## config.mk

```make
export PLATFORM = sky130hd
export DESIGN_NAME = exmem_memwb_regs_flat
export DESIGN_NICKNAME = d
export VERILOG_FILES = /design/src/rtl/exmem_memwb_regs_if.sv /design/src/rtl/exmem_memwb_regs.sv /design/src/flat_wrapper.sv
export SDC_FILE = /design/constraint.sdc
export NUM_CORES = 1
export LEC_CHECK = 0
export ABC_AREA = 1
export BUFFER_PORTS_ARGS = -buffer_cell sky130_fd_sc_hd__buf_4
export CORE_MARGIN = 4
export CORE_UTILIZATION = 48
export DETAILED_ROUTE_END_ITERATION = 8
export PLACE_DENSITY = 0.81
export RECOVER_POWER = 50
export SLEW_MARGIN = 20
export SYNTH_ARGS = -nofsm -noshare
export SYNTH_HDL_FRONTEND = slang
export SYNTH_SLANG_ARGS = --single-unit
```

## constraint.sdc

```tcl
create_clock -name clk -period 2.31 [get_ports clk]
set_input_delay 0.1155 -clock clk [delete_from_list [all_inputs] [get_ports clk]]
set_output_delay 0.1155 -clock clk [all_outputs]
set_load 0.02 [all_outputs]
```

## src/rtl/exmem_memwb_regs_if.sv

```systemverilog
// Data-memory request/response bus between the EX/MEM stage and the data memory.
interface exmem_memwb_regs_if;
  logic        mem_req;
  logic        mem_we;
  logic [31:0] mem_addr;
  logic [31:0] mem_wdata;
  logic [3:0]  mem_wstrb;
  logic        mem_ready;
  logic [31:0] mem_rdata;

  modport master (
    output mem_req, mem_we, mem_addr, mem_wdata, mem_wstrb,
    input  mem_ready, mem_rdata
  );

  modport slave (
    input  mem_req, mem_we, mem_addr, mem_wdata, mem_wstrb,
    output mem_ready, mem_rdata
  );
endinterface

```

## src/rtl/exmem_memwb_regs.sv

```systemverilog
// EX/MEM and MEM/WB pipeline registers with data-memory request formatting,
// load extraction, stall/flush handling and a saturating stall counter.
module exmem_memwb_regs (
  input  logic        clk,
  input  logic        rst,
  input  logic        ex_valid,
  input  logic        ex_regwrite,
  input  logic        ex_memread,
  input  logic        ex_memwrite,
  input  logic        ex_memtoreg,
  input  logic [4:0]  ex_rd,
  input  logic [2:0]  ex_funct3,
  input  logic [31:0] ex_alu_result,
  input  logic [31:0] ex_store_data,
  input  logic        flush_ex,
  exmem_memwb_regs_if.master mem,
  output logic        ex_stall,
  output logic        exmem_regwrite,
  output logic [4:0]  exmem_rd,
  output logic [31:0] exmem_alu_result,
  output logic        memwb_regwrite,
  output logic [4:0]  memwb_rd,
  output logic [31:0] memwb_wb_data,
  output logic [15:0] mem_stall_count
);

  logic        exmem_valid;
  logic        exmem_memread;
  logic        exmem_memwrite;
  logic        exmem_memtoreg;
  logic [2:0]  exmem_funct3;
  logic [31:0] exmem_store_data;
  logic        pending_flush;

  logic        req;
  logic        mem_stall;
  logic [1:0]  byte_sel;
  logic [31:0] store_word;
  logic [3:0]  store_strb;
  logic [7:0]  load_byte;
  logic [15:0] load_half;
  logic [31:0] load_data;

  assign req           = exmem_valid & (exmem_memread | exmem_memwrite);
  assign mem_stall     = req & ~mem.mem_ready;
  assign ex_stall      = mem_stall;
  assign byte_sel      = exmem_alu_result[1:0];
  assign mem.mem_req   = req;
  assign mem.mem_we    = exmem_memwrite & req;
  assign mem.mem_addr  = exmem_alu_result;
  assign mem.mem_wdata = store_word;
  assign mem.mem_wstrb = mem.mem_we ? store_strb : '0;

  always_comb begin
    store_word = exmem_store_data;
    store_strb = '1;
    case (exmem_funct3)
      3'b000: begin
        store_word = {4{exmem_store_data[7:0]}};
        store_strb = 4'b0001 << byte_sel;
      end
      3'b001: begin
        store_word = {2{exmem_store_data[15:0]}};
        store_strb = byte_sel[1] ? 4'b1100 : 4'b0011;
      end
      default: ;
    endcase
  end

  always_comb begin
    case (byte_sel)
      2'd0:    load_byte = mem.mem_rdata[7:0];
      2'd1:    load_byte = mem.mem_rdata[15:8];
      2'd2:    load_byte = mem.mem_rdata[23:16];
      default: load_byte = mem.mem_rdata[31:24];
    endcase
    load_half = byte_sel[1] ? mem.mem_rdata[31:16] : mem.mem_rdata[15:0];
    case (exmem_funct3)
      3'b000:  load_data = {{24{load_byte[7]}}, load_byte};
      3'b001:  load_data = {{16{load_half[15]}}, load_half};
      3'b100:  load_data = {24'd0, load_byte};
      3'b101:  load_data = {16'd0, load_half};
      default: load_data = mem.mem_rdata;
    endcase
  end

  always_ff @(posedge clk) begin
    if (rst) begin
      exmem_valid      <= 1'b0;
      exmem_regwrite   <= 1'b0;
      exmem_memread    <= 1'b0;
      exmem_memwrite   <= 1'b0;
      exmem_memtoreg   <= 1'b0;
      exmem_rd         <= '0;
      exmem_funct3     <= '0;
      exmem_alu_result <= '0;
      exmem_store_data <= '0;
      memwb_regwrite   <= 1'b0;
      memwb_rd         <= '0;
      memwb_wb_data    <= '0;
      pending_flush    <= 1'b0;
      mem_stall_count  <= '0;
    end else if (mem_stall) begin
      // EX/MEM holds; a flush arriving now is remembered until the op completes
      memwb_regwrite <= 1'b0;
      memwb_rd       <= '0;
      memwb_wb_data  <= '0;
      if (flush_ex)
        pending_flush <= 1'b1;
      if (mem_stall_count != '1)
        mem_stall_count <= mem_stall_count + 16'd1;
    end else begin
      memwb_regwrite <= exmem_regwrite;
      memwb_rd       <= exmem_rd;
      memwb_wb_data  <= exmem_memtoreg ? load_data : exmem_alu_result;
      pending_flush  <= 1'b0;
      if (flush_ex | pending_flush) begin
        exmem_valid      <= 1'b0;
        exmem_regwrite   <= 1'b0;
        exmem_memread    <= 1'b0;
        exmem_memwrite   <= 1'b0;
        exmem_memtoreg   <= 1'b0;
        exmem_rd         <= '0;
        exmem_funct3     <= '0;
        exmem_alu_result <= '0;
        exmem_store_data <= '0;
      end else begin
        exmem_valid      <= ex_valid;
        exmem_regwrite   <= ex_valid & ex_regwrite;
        exmem_memread    <= ex_memread;
        exmem_memwrite   <= ex_memwrite;
        exmem_memtoreg   <= ex_memtoreg;
        exmem_rd         <= ex_rd;
        exmem_funct3     <= ex_funct3;
        exmem_alu_result <= ex_alu_result;
        exmem_store_data <= ex_store_data;
      end
    end
  end

endmodule

```

## src/flat_wrapper.sv

```systemverilog
// flat-port wrapper written by rule: the top's interface ports become plain ports
module exmem_memwb_regs_flat 
  (clk, rst, ex_valid, ex_regwrite, ex_memread, ex_memwrite, ex_memtoreg, ex_rd, ex_funct3, ex_alu_result, ex_store_data, flush_ex, ex_stall, exmem_regwrite, exmem_rd, exmem_alu_result, memwb_regwrite, memwb_rd, memwb_wb_data, mem_stall_count, mem_mem_req, mem_mem_we, mem_mem_addr, mem_mem_wdata, mem_mem_wstrb, mem_mem_ready, mem_mem_rdata);
  exmem_memwb_regs_if mem_i ();
  input  logic clk;
  input  logic rst;
  input  logic ex_valid;
  input  logic ex_regwrite;
  input  logic ex_memread;
  input  logic ex_memwrite;
  input  logic ex_memtoreg;
  input  logic [4:0] ex_rd;
  input  logic [2:0] ex_funct3;
  input  logic [31:0] ex_alu_result;
  input  logic [31:0] ex_store_data;
  input  logic flush_ex;
  output logic ex_stall;
  output logic exmem_regwrite;
  output logic [4:0] exmem_rd;
  output logic [31:0] exmem_alu_result;
  output logic memwb_regwrite;
  output logic [4:0] memwb_rd;
  output logic [31:0] memwb_wb_data;
  output logic [15:0] mem_stall_count;
  output wire logic [$bits(mem_i.mem_req)-1:0] mem_mem_req;
  output wire logic [$bits(mem_i.mem_we)-1:0] mem_mem_we;
  output wire logic [$bits(mem_i.mem_addr)-1:0] mem_mem_addr;
  output wire logic [$bits(mem_i.mem_wdata)-1:0] mem_mem_wdata;
  output wire logic [$bits(mem_i.mem_wstrb)-1:0] mem_mem_wstrb;
  input wire logic [$bits(mem_i.mem_ready)-1:0] mem_mem_ready;
  input wire logic [$bits(mem_i.mem_rdata)-1:0] mem_mem_rdata;
  assign mem_mem_req = mem_i.mem_req;
  assign mem_mem_we = mem_i.mem_we;
  assign mem_mem_addr = mem_i.mem_addr;
  assign mem_mem_wdata = mem_i.mem_wdata;
  assign mem_mem_wstrb = mem_i.mem_wstrb;
  assign mem_i.mem_ready = mem_mem_ready;
  assign mem_i.mem_rdata = mem_mem_rdata;
  exmem_memwb_regs u_core (.clk(clk), .rst(rst), .ex_valid(ex_valid), .ex_regwrite(ex_regwrite), .ex_memread(ex_memread), .ex_memwrite(ex_memwrite), .ex_memtoreg(ex_memtoreg), .ex_rd(ex_rd), .ex_funct3(ex_funct3), .ex_alu_result(ex_alu_result), .ex_store_data(ex_store_data), .flush_ex(flush_ex), .mem(mem_i), .ex_stall(ex_stall), .exmem_regwrite(exmem_regwrite), .exmem_rd(exmem_rd), .exmem_alu_result(exmem_alu_result), .memwb_regwrite(memwb_regwrite), .memwb_rd(memwb_rd), .memwb_wb_data(memwb_wb_data), .mem_stall_count(mem_stall_count));
endmodule
```

-- Word-level counts from Yosys, hierarchy flattened
Index checks and enable logic that the tools add are counted.
- add/sub/neg operators: 1
- $mul: 0
- div/mod/pow operators: 0
- magnitude comparators: 0
- equal/unequal tests: 6
- shift operators: 1
- mux-type cells: 17
- bitwise operators: 8
- reductions and logical operators: 5
- operators by type and width (kind ; number):
    $pmux 32 s4 ; 1
    $mux 32 ; 3
    $pmux 32 s2 ; 1
    $pmux 8 s3 ; 1
    $add 16x1->16 const B ; 1
    $mux 16 ; 1
    $ne 16x16->1 const B ; 1
    $mux 4 ; 2
    $pmux 4 s2 ; 1
    $eq 3x3->1 const B ; 2
    $mux 1 ; 5
    $mux 5 ; 1
    $and 1x1->1 ; 4
    $reduce_or 2->1 ; 2
    $shl 1x2->4 const A ; 1
    $eq 3x1->1 const B ; 1
    $logic_not 3->1 ; 1
    $mux 3 ; 1
    $eq 2x1->1 const B ; 1
    $eq 2x2->1 const B ; 1
    $logic_not 2->1 ; 1
    $not 1->1 ; 2
    $or 1x1->1 ; 2
    $reduce_and 2->1 ; 1
- bits in registers: 132
- bits in latches: 0
- RAM bits: 0
- bits in read-only memories: 0
- output and inout port bits: 163
- memories: 0

-- Longest topological paths before layout
- depth after elaboration: 5
- gate-level depth with buffers: 9

-- Worst setup path after synthesis
OpenSTA, ideal clock, no wires.
- path kind: reg2reg
- start: register u_core.mem_stall_count[0]
- end: register u_core.mem_stall_count[0]
- library setup time: 116 ps
- data arrival time: 1650 ps
- setup slack: 544 ps
- stages on the path, launching flop included: 10
- buffers on the path: 1
- period minus slack after synthesis: 1766 ps
- cell sequence: dfxtp_1 > ha_1 > inv_1 > nor2_2 > nand3_2 > o21ai_4 > inv_2 > buf_6 > nor2_1 > nor2_1
- word-level cells in the longest chain between the ends: 2
- elaborated cells on any way between the ends: 3
- RTL lines (what ; RTL line ; source):
    start: declaration ; exmem_memwb_regs.sv:24 ; output logic [15:0] mem_stall_count
    start signal: assignment ; exmem_memwb_regs.sv:111 ; mem_stall_count <= mem_stall_count + 16'd1;
    branches (longest 2 deep; another with $add 16x1->16) ; n/a ;
Several ways; the timed one is not identified.
A chain may end at the register's enable or synchronous reset.

-- Final worst setup path
- start: register u_core.exmem_funct3[1]
- end: output mem_mem_wstrb[1]
- word-level cells in the longest chain between the ends: 3
- elaborated cells on any way between the ends: 4
- RTL lines (what ; RTL line ; source):
    start: declaration ; exmem_memwb_regs.sv:31 ; logic [2:0] exmem_funct3;
    start signal: assignment ; exmem_memwb_regs.sv:134 ; exmem_funct3 <= ex_funct3;
    $eq 3x1->1 or $logic_not 3->1 (tied branches) ; exmem_memwb_regs.sv:57 ; case (exmem_funct3)
    $pmux 4 s2 * ; exmem_memwb_regs.sv:57 ;
    $mux 4 * ; exmem_memwb_regs.sv:52 ; assign mem.mem_wstrb = mem.mem_we ? store_strb : '0;
    end: declaration ; flat_wrapper.sv:29 ; output wire logic [$bits(mem_i.mem_wstrb)-1:0] mem_mem_wstrb;
Every way passes the cells marked *; elsewhere a longest branch is shown, timed or not.

==> flow_results.xml <==
<?xml version="1.0" encoding="UTF-8"?>
<metrics>
  <group name="route">
    <metric name="viasPerCell" unit="">5.33</metric>
    <metric name="wl_met3" unit="mm">2.53</metric>
    <metric name="met2WireLength" unit="mm">11.6</metric>
    <metric name="drt_drc_violations_left" unit="">0</metric>
    <metric name="routedWlPerCell" unit="um">17.6</metric>
    <metric name="route.top_layer_used" unit="">met4</metric>
    <metric name="drt-total-wl" unit="mm">24.1</metric>
    <metric name="num_vias" unit="">7314</metric>
    <metric name="ant_nets" unit="">0</metric>
    <metric name="met1_length" unit="mm">8.45</metric>
    <metric name="first_pass_iteration_count_of_the_detailed_router" unit="">6</metric>
    <metric name="detail_route.iter0.violations" unit="">684</metric>
  </group>
  <group name="layout">
    <metric name="areaGrowthSynthToFinish" unit="%">45.6</metric>
    <metric name="design_area" unit="um2">9230</metric>
    <metric name="share_of_post_route_cells_with_drive_strength_above_1" unit="%">18.8</metric>
    <metric name="final_core_util" unit="%">72.2</metric>
    <metric name="final_stage_net_count" unit="">1301</metric>
    <metric name="antenna-diode-count" unit="">0</metric>
    <metric name="num-fill-cells" unit="">1050</metric>
  </group>
  <group name="sta">
    <metric name="setup_tns" unit="ps">0</metric>
    <metric name="final-hold-violation-count" unit="">0</metric>
    <metric name="setup_repair_after_global_routing_missed_its_margin" unit="">no</metric>
    <metric name="setup_violations" unit="">0</metric>
    <metric name="slew_hr" unit="%">51.2</metric>
    <metric name="finalClockSkew" unit="ps">7.09</metric>
    <metric name="final.period_utilization" unit="%">90.6</metric>
    <metric name="slew_violations" unit="">0</metric>
    <metric name="fin_crit" unit="ps">2090</metric>
    <metric name="actual_slew_at_the_worst_max_slew_pin" unit="ps">730</metric>
    <metric name="clock.fmax" unit="MHz">478</metric>
  </group>
  <group name="placement">
    <metric name="portBuffers" unit="">275</metric>
    <metric name="place.detailed.hpwl" unit="mm">15.6</metric>
    <metric name="gpl.final_weighted_congestion" unit="">0.881</metric>
    <metric name="dpl_cell_area" unit="um2">8230</metric>
  </group>
  <group name="global_route">
    <metric name="global_route_usage_over_all_layers" unit="%">30.9</metric>
    <metric name="grt_pass1_vias" unit="">7042</metric>
    <metric name="wire_length_of_the_first_global_routing_pass" unit="mm">36.3</metric>
    <metric name="grt_max_degree" unit="">78</metric>
    <metric name="grt_remaining_overflow" unit="">0</metric>
    <metric name="antenna_found_initial" unit="">0</metric>
  </group>
  <group name="synth">
    <metric name="synth.avg_cell_area" unit="um2">7.18</metric>
    <metric name="synth-warning-count" unit="">0</metric>
    <metric name="synthesis.area" unit="um2">6340</metric>
    <metric name="yosys.area_share.xor_xnor" unit="%">0.967</metric>
    <metric name="yosys.area_share.adder" unit="%">0.197</metric>
    <metric name="synth_simple_gate_area_share" unit="%">23.5</metric>
    <metric name="netlist-cell-type-count" unit="">37</metric>
    <metric name="multiplexer_share_of_the_synthesized_area" unit="%">0</metric>
    <metric name="synth.yosys.seq_area_share" unit="%">41.7</metric>
    <metric name="synth_top_family_by_area" unit="">simple AND/OR/NAND/NOR gates</metric>
    <metric name="compound_gate_fraction_of_synth_area" unit="%">17.5</metric>
    <metric name="synth-seq-cells" unit="">132</metric>
    <metric name="syn_inst" unit="">883</metric>
    <metric name="synth.net_count" unit="">997</metric>
  </group>
  <group name="critical_path">
    <metric name="worstSetupEndpointType" unit="">output port</metric>
    <metric name="logic_depth_of_the_worst_register_to_register_path" unit="">5</metric>
    <metric name="worstReg2RegEnd" unit="">u_core.exmem_rd[3]</metric>
    <metric name="setup.worst_path.start" unit="">u_core.exmem_funct3[1]</metric>
    <metric name="cp_data_required_time" unit="ps">2190</metric>
    <metric name="slowest_delay" unit="ps">360</metric>
    <metric name="reg2reg_slack" unit="ps">350</metric>
    <metric name="critical_path.cell_chain" unit="">inv_2, nand3_2, nand2_4, nand2_2, a21oi_1, nor2_1, buf_4</metric>
    <metric name="timing.critical_path.from_type" unit="">flip-flop</metric>
    <metric name="critical_path_class" unit="">flip-flop to output port</metric>
    <metric name="rr_startpoint" unit="">u_core.exmem_memread</metric>
    <metric name="worst-path-max-fanout" unit="">29</metric>
    <metric name="crit_path_top_delay_cell" unit="">sky130_fd_sc_hd__nand2_4</metric>
    <metric name="crit_arrival" unit="ps">1980</metric>
  </group>
  <group name="power_and_ir_drop">
    <metric name="leakage" unit="nW">4.08</metric>
    <metric name="fin_total_pwr" unit="W">0.00647</metric>
    <metric name="powerDensity" unit="nW/um2">701</metric>
    <metric name="vdd.ir_drop.worst" unit="mV">0.520</metric>
  </group>
  <group name="worst_hold_path">
    <metric name="hold_class" unit="">input port to flip-flop</metric>
    <metric name="worstHoldEndpoint" unit="">u_core.memwb_wb_data[3]</metric>
    <metric name="hold_path.startpoint" unit="">mem_mem_rdata[3]</metric>
    <metric name="whs_path_depth" unit="">3</metric>
  </group>
  <group name="outcome">
    <metric name="result_of_the_run" unit="">complete, no violations</metric>
  </group>
  <group name="clock_tree">
    <metric name="cts-root-buf" unit="">sky130_fd_sc_hd__clkbuf_16</metric>
    <metric name="cts-buffers-inserted" unit="">17</metric>
    <metric name="clkLatencyLatePin" unit="ps">420</metric>
    <metric name="clock_sink_count" unit="">132</metric>
    <metric name="cts.htree.levels" unit="">4</metric>
    <metric name="cts.reportedPaths.clkPinSlew" unit="ps">50</metric>
    <metric name="clock_tree.buffer_depth" unit="">2</metric>
    <metric name="cts_tree" unit="">yes</metric>
    <metric name="post_cts.repair.setup_buffers" unit="">0</metric>
  </group>
  <group name="floorplan">
    <metric name="design.portCount" unit="">276</metric>
    <metric name="die-area" unit="um2">15100</metric>
    <metric name="die-height" unit="um">123</metric>
    <metric name="core_region_area" unit="um2">12800</metric>
    <metric name="core.rowCount" unit="">41</metric>
    <metric name="initial_core_util" unit="%">49.6</metric>
    <metric name="die_w" unit="um">123</metric>
  </group>
  <group name="flow_run">
    <metric name="drv.max_cap_violation_count" unit="">0</metric>
  </group>
</metrics>
[layer usage]
metal | vias to the layer above | global-route usage, %
li1 | 3424 | -
met1 | 3298 | 33.2
met2 | 460 | 52.4
met3 | 132 | 10.0
met4 | 0 | 19.5
met5 | - | 0
[sequential cells by signal (all words and copies together), names as in the netlist]
name,count
u_core.exmem_rd,5
u_core.memwb_wb_data,32
u_core.exmem_memtoreg,1
u_core.mem_stall_count,16
u_core.exmem_memwrite,1
u_core.exmem_alu_result,32
u_core.exmem_regwrite,1
u_core.exmem_valid,1
u_core.pending_flush,1
u_core.exmem_funct3,3
u_core.exmem_store_data,32
u_core.memwb_rd,5
u_core.exmem_memread,1
u_core.memwb_regwrite,1
[worst max-delay path by stage]
stage	to	slack (ps)	cells after the start
floorplan	u_core.mem_stall_count[0]	540	9
global placement	u_core.mem_stall_count[15]	590	8
detailed placement	u_core.mem_stall_count[11]	510	8
CTS	mem_mem_wstrb[1]	120	7
global route	mem_mem_wstrb[1]	120	7
finish	mem_mem_wstrb[1]	220	7
[worst max-delay path: cells and delay by family (launching register included)]
kind | cells | cell delay (ps)
AO/OA/AOI/OAI | 1 | 130
buffers and inverters | 2 | 330
flip-flops | 1 | 350
AND/OR/NAND/NOR | 4 | 750
[where the power goes]
part | switching, W | internal, W | leakage (nW)
Sequential | 0.0000572 | 0.00237 | 1.08
Clock | 0.000969 | 0.00213 | 0.332
Combinational | 0.000548 | 0.000400 | 2.67
Total | 0.00157 | 0.00490 | 4.08
[cells in the final DEF, fill, tap and decap left out, types with 4 or more instances in the layout]
master                            n
sky130_fd_sc_hd__nand2_1        164
sky130_fd_sc_hd__buf_4          159
sky130_fd_sc_hd__clkbuf_1       133
sky130_fd_sc_hd__dfxtp_1        132
sky130_fd_sc_hd__inv_1          115
sky130_fd_sc_hd__nand3_1        108
sky130_fd_sc_hd__o21ai_0        106
sky130_fd_sc_hd__dlygate4sd3_1   82
sky130_fd_sc_hd__a21oi_1         68
sky130_fd_sc_hd__nor2_1          35
sky130_fd_sc_hd__clkbuf_16       17
sky130_fd_sc_hd__o21ai_2         14
sky130_fd_sc_hd__nand4_1          6
sky130_fd_sc_hd__bufinv_16        6
sky130_fd_sc_hd__o22ai_1          5
sky130_fd_sc_hd__o221ai_1         4
sky130_fd_sc_hd__xor2_1           4
sky130_fd_sc_hd__clkbuf_8         4
[logic make-up (layout without fill, tap and decap cells)]
family,Yosys count,count (layout)
buf+inv,210,526
xor+xnor,7,7
flops,132,132
simple gates,331,331
compound gates,202,202
fa+ha+maj,1,1
[Yosys cell counts (all sizes together)]
| library cell | n | area (um2) |
|---|---|---|
| a21oi | 69 | 357 |
| o22ai | 5 | 31.3 |
| nand2 | 167 | 632 |
| o21ai | 124 | 688 |
| nand4 | 6 | 37.5 |
| nor2 | 38 | 160 |
| o221ai | 4 | 35.0 |
| clkbuf | 31 | 119 |
| nand3b | 1 | 7.51 |
| buf | 60 | 457 |
| xor2 | 4 | 35.0 |
| inv | 118 | 443 |
| nor3 | 4 | 36.3 |
| ha | 1 | 12.5 |
| clkinv | 1 | 3.75 |
| xnor2 | 3 | 26.3 |
| dfxtp | 132 | 2640 |
| nand3 | 112 | 596 |
| or2 | 3 | 18.8 |
[through the flow]
| stage | worst slack, ps | instances | hold slack, ps |
|---|---|---|---|
| CTS | 116 | 1371 | 2.96 |
| finish | 217 | 1371 | 11.5 |
| detailed placement | 515 | 1258 | 336 |
| global placement | 585 | 1258 | 333 |
| global route | 122 | 1371 | 29.3 |
| floorplan | 544 | 883 | 245 |
[what timing repair did]
item / 4_1_cts / 5_1_grt
hold endpoints to repair: 88 / 0
gates resized for setup: 0 / 1
hold buffers: 82 / 0
endpoints found under the setup margin: 0 / 2
[cell type report]
cell class                      instances  area [um2]  share of cell area (%)
Multi-Input combinational cell        541        2680                    29.1
Sequential cell                       132        2640                    28.6
Timing Repair Buffer                  376        2560                    27.7
Clock buffer                           22         484                    5.25
Inverter                              119         447                    4.84
Tap cell                              172         215                    2.33
Clock inverter                          9         198                    2.14
Note: power is estimated with default switching activity, not from simulation.
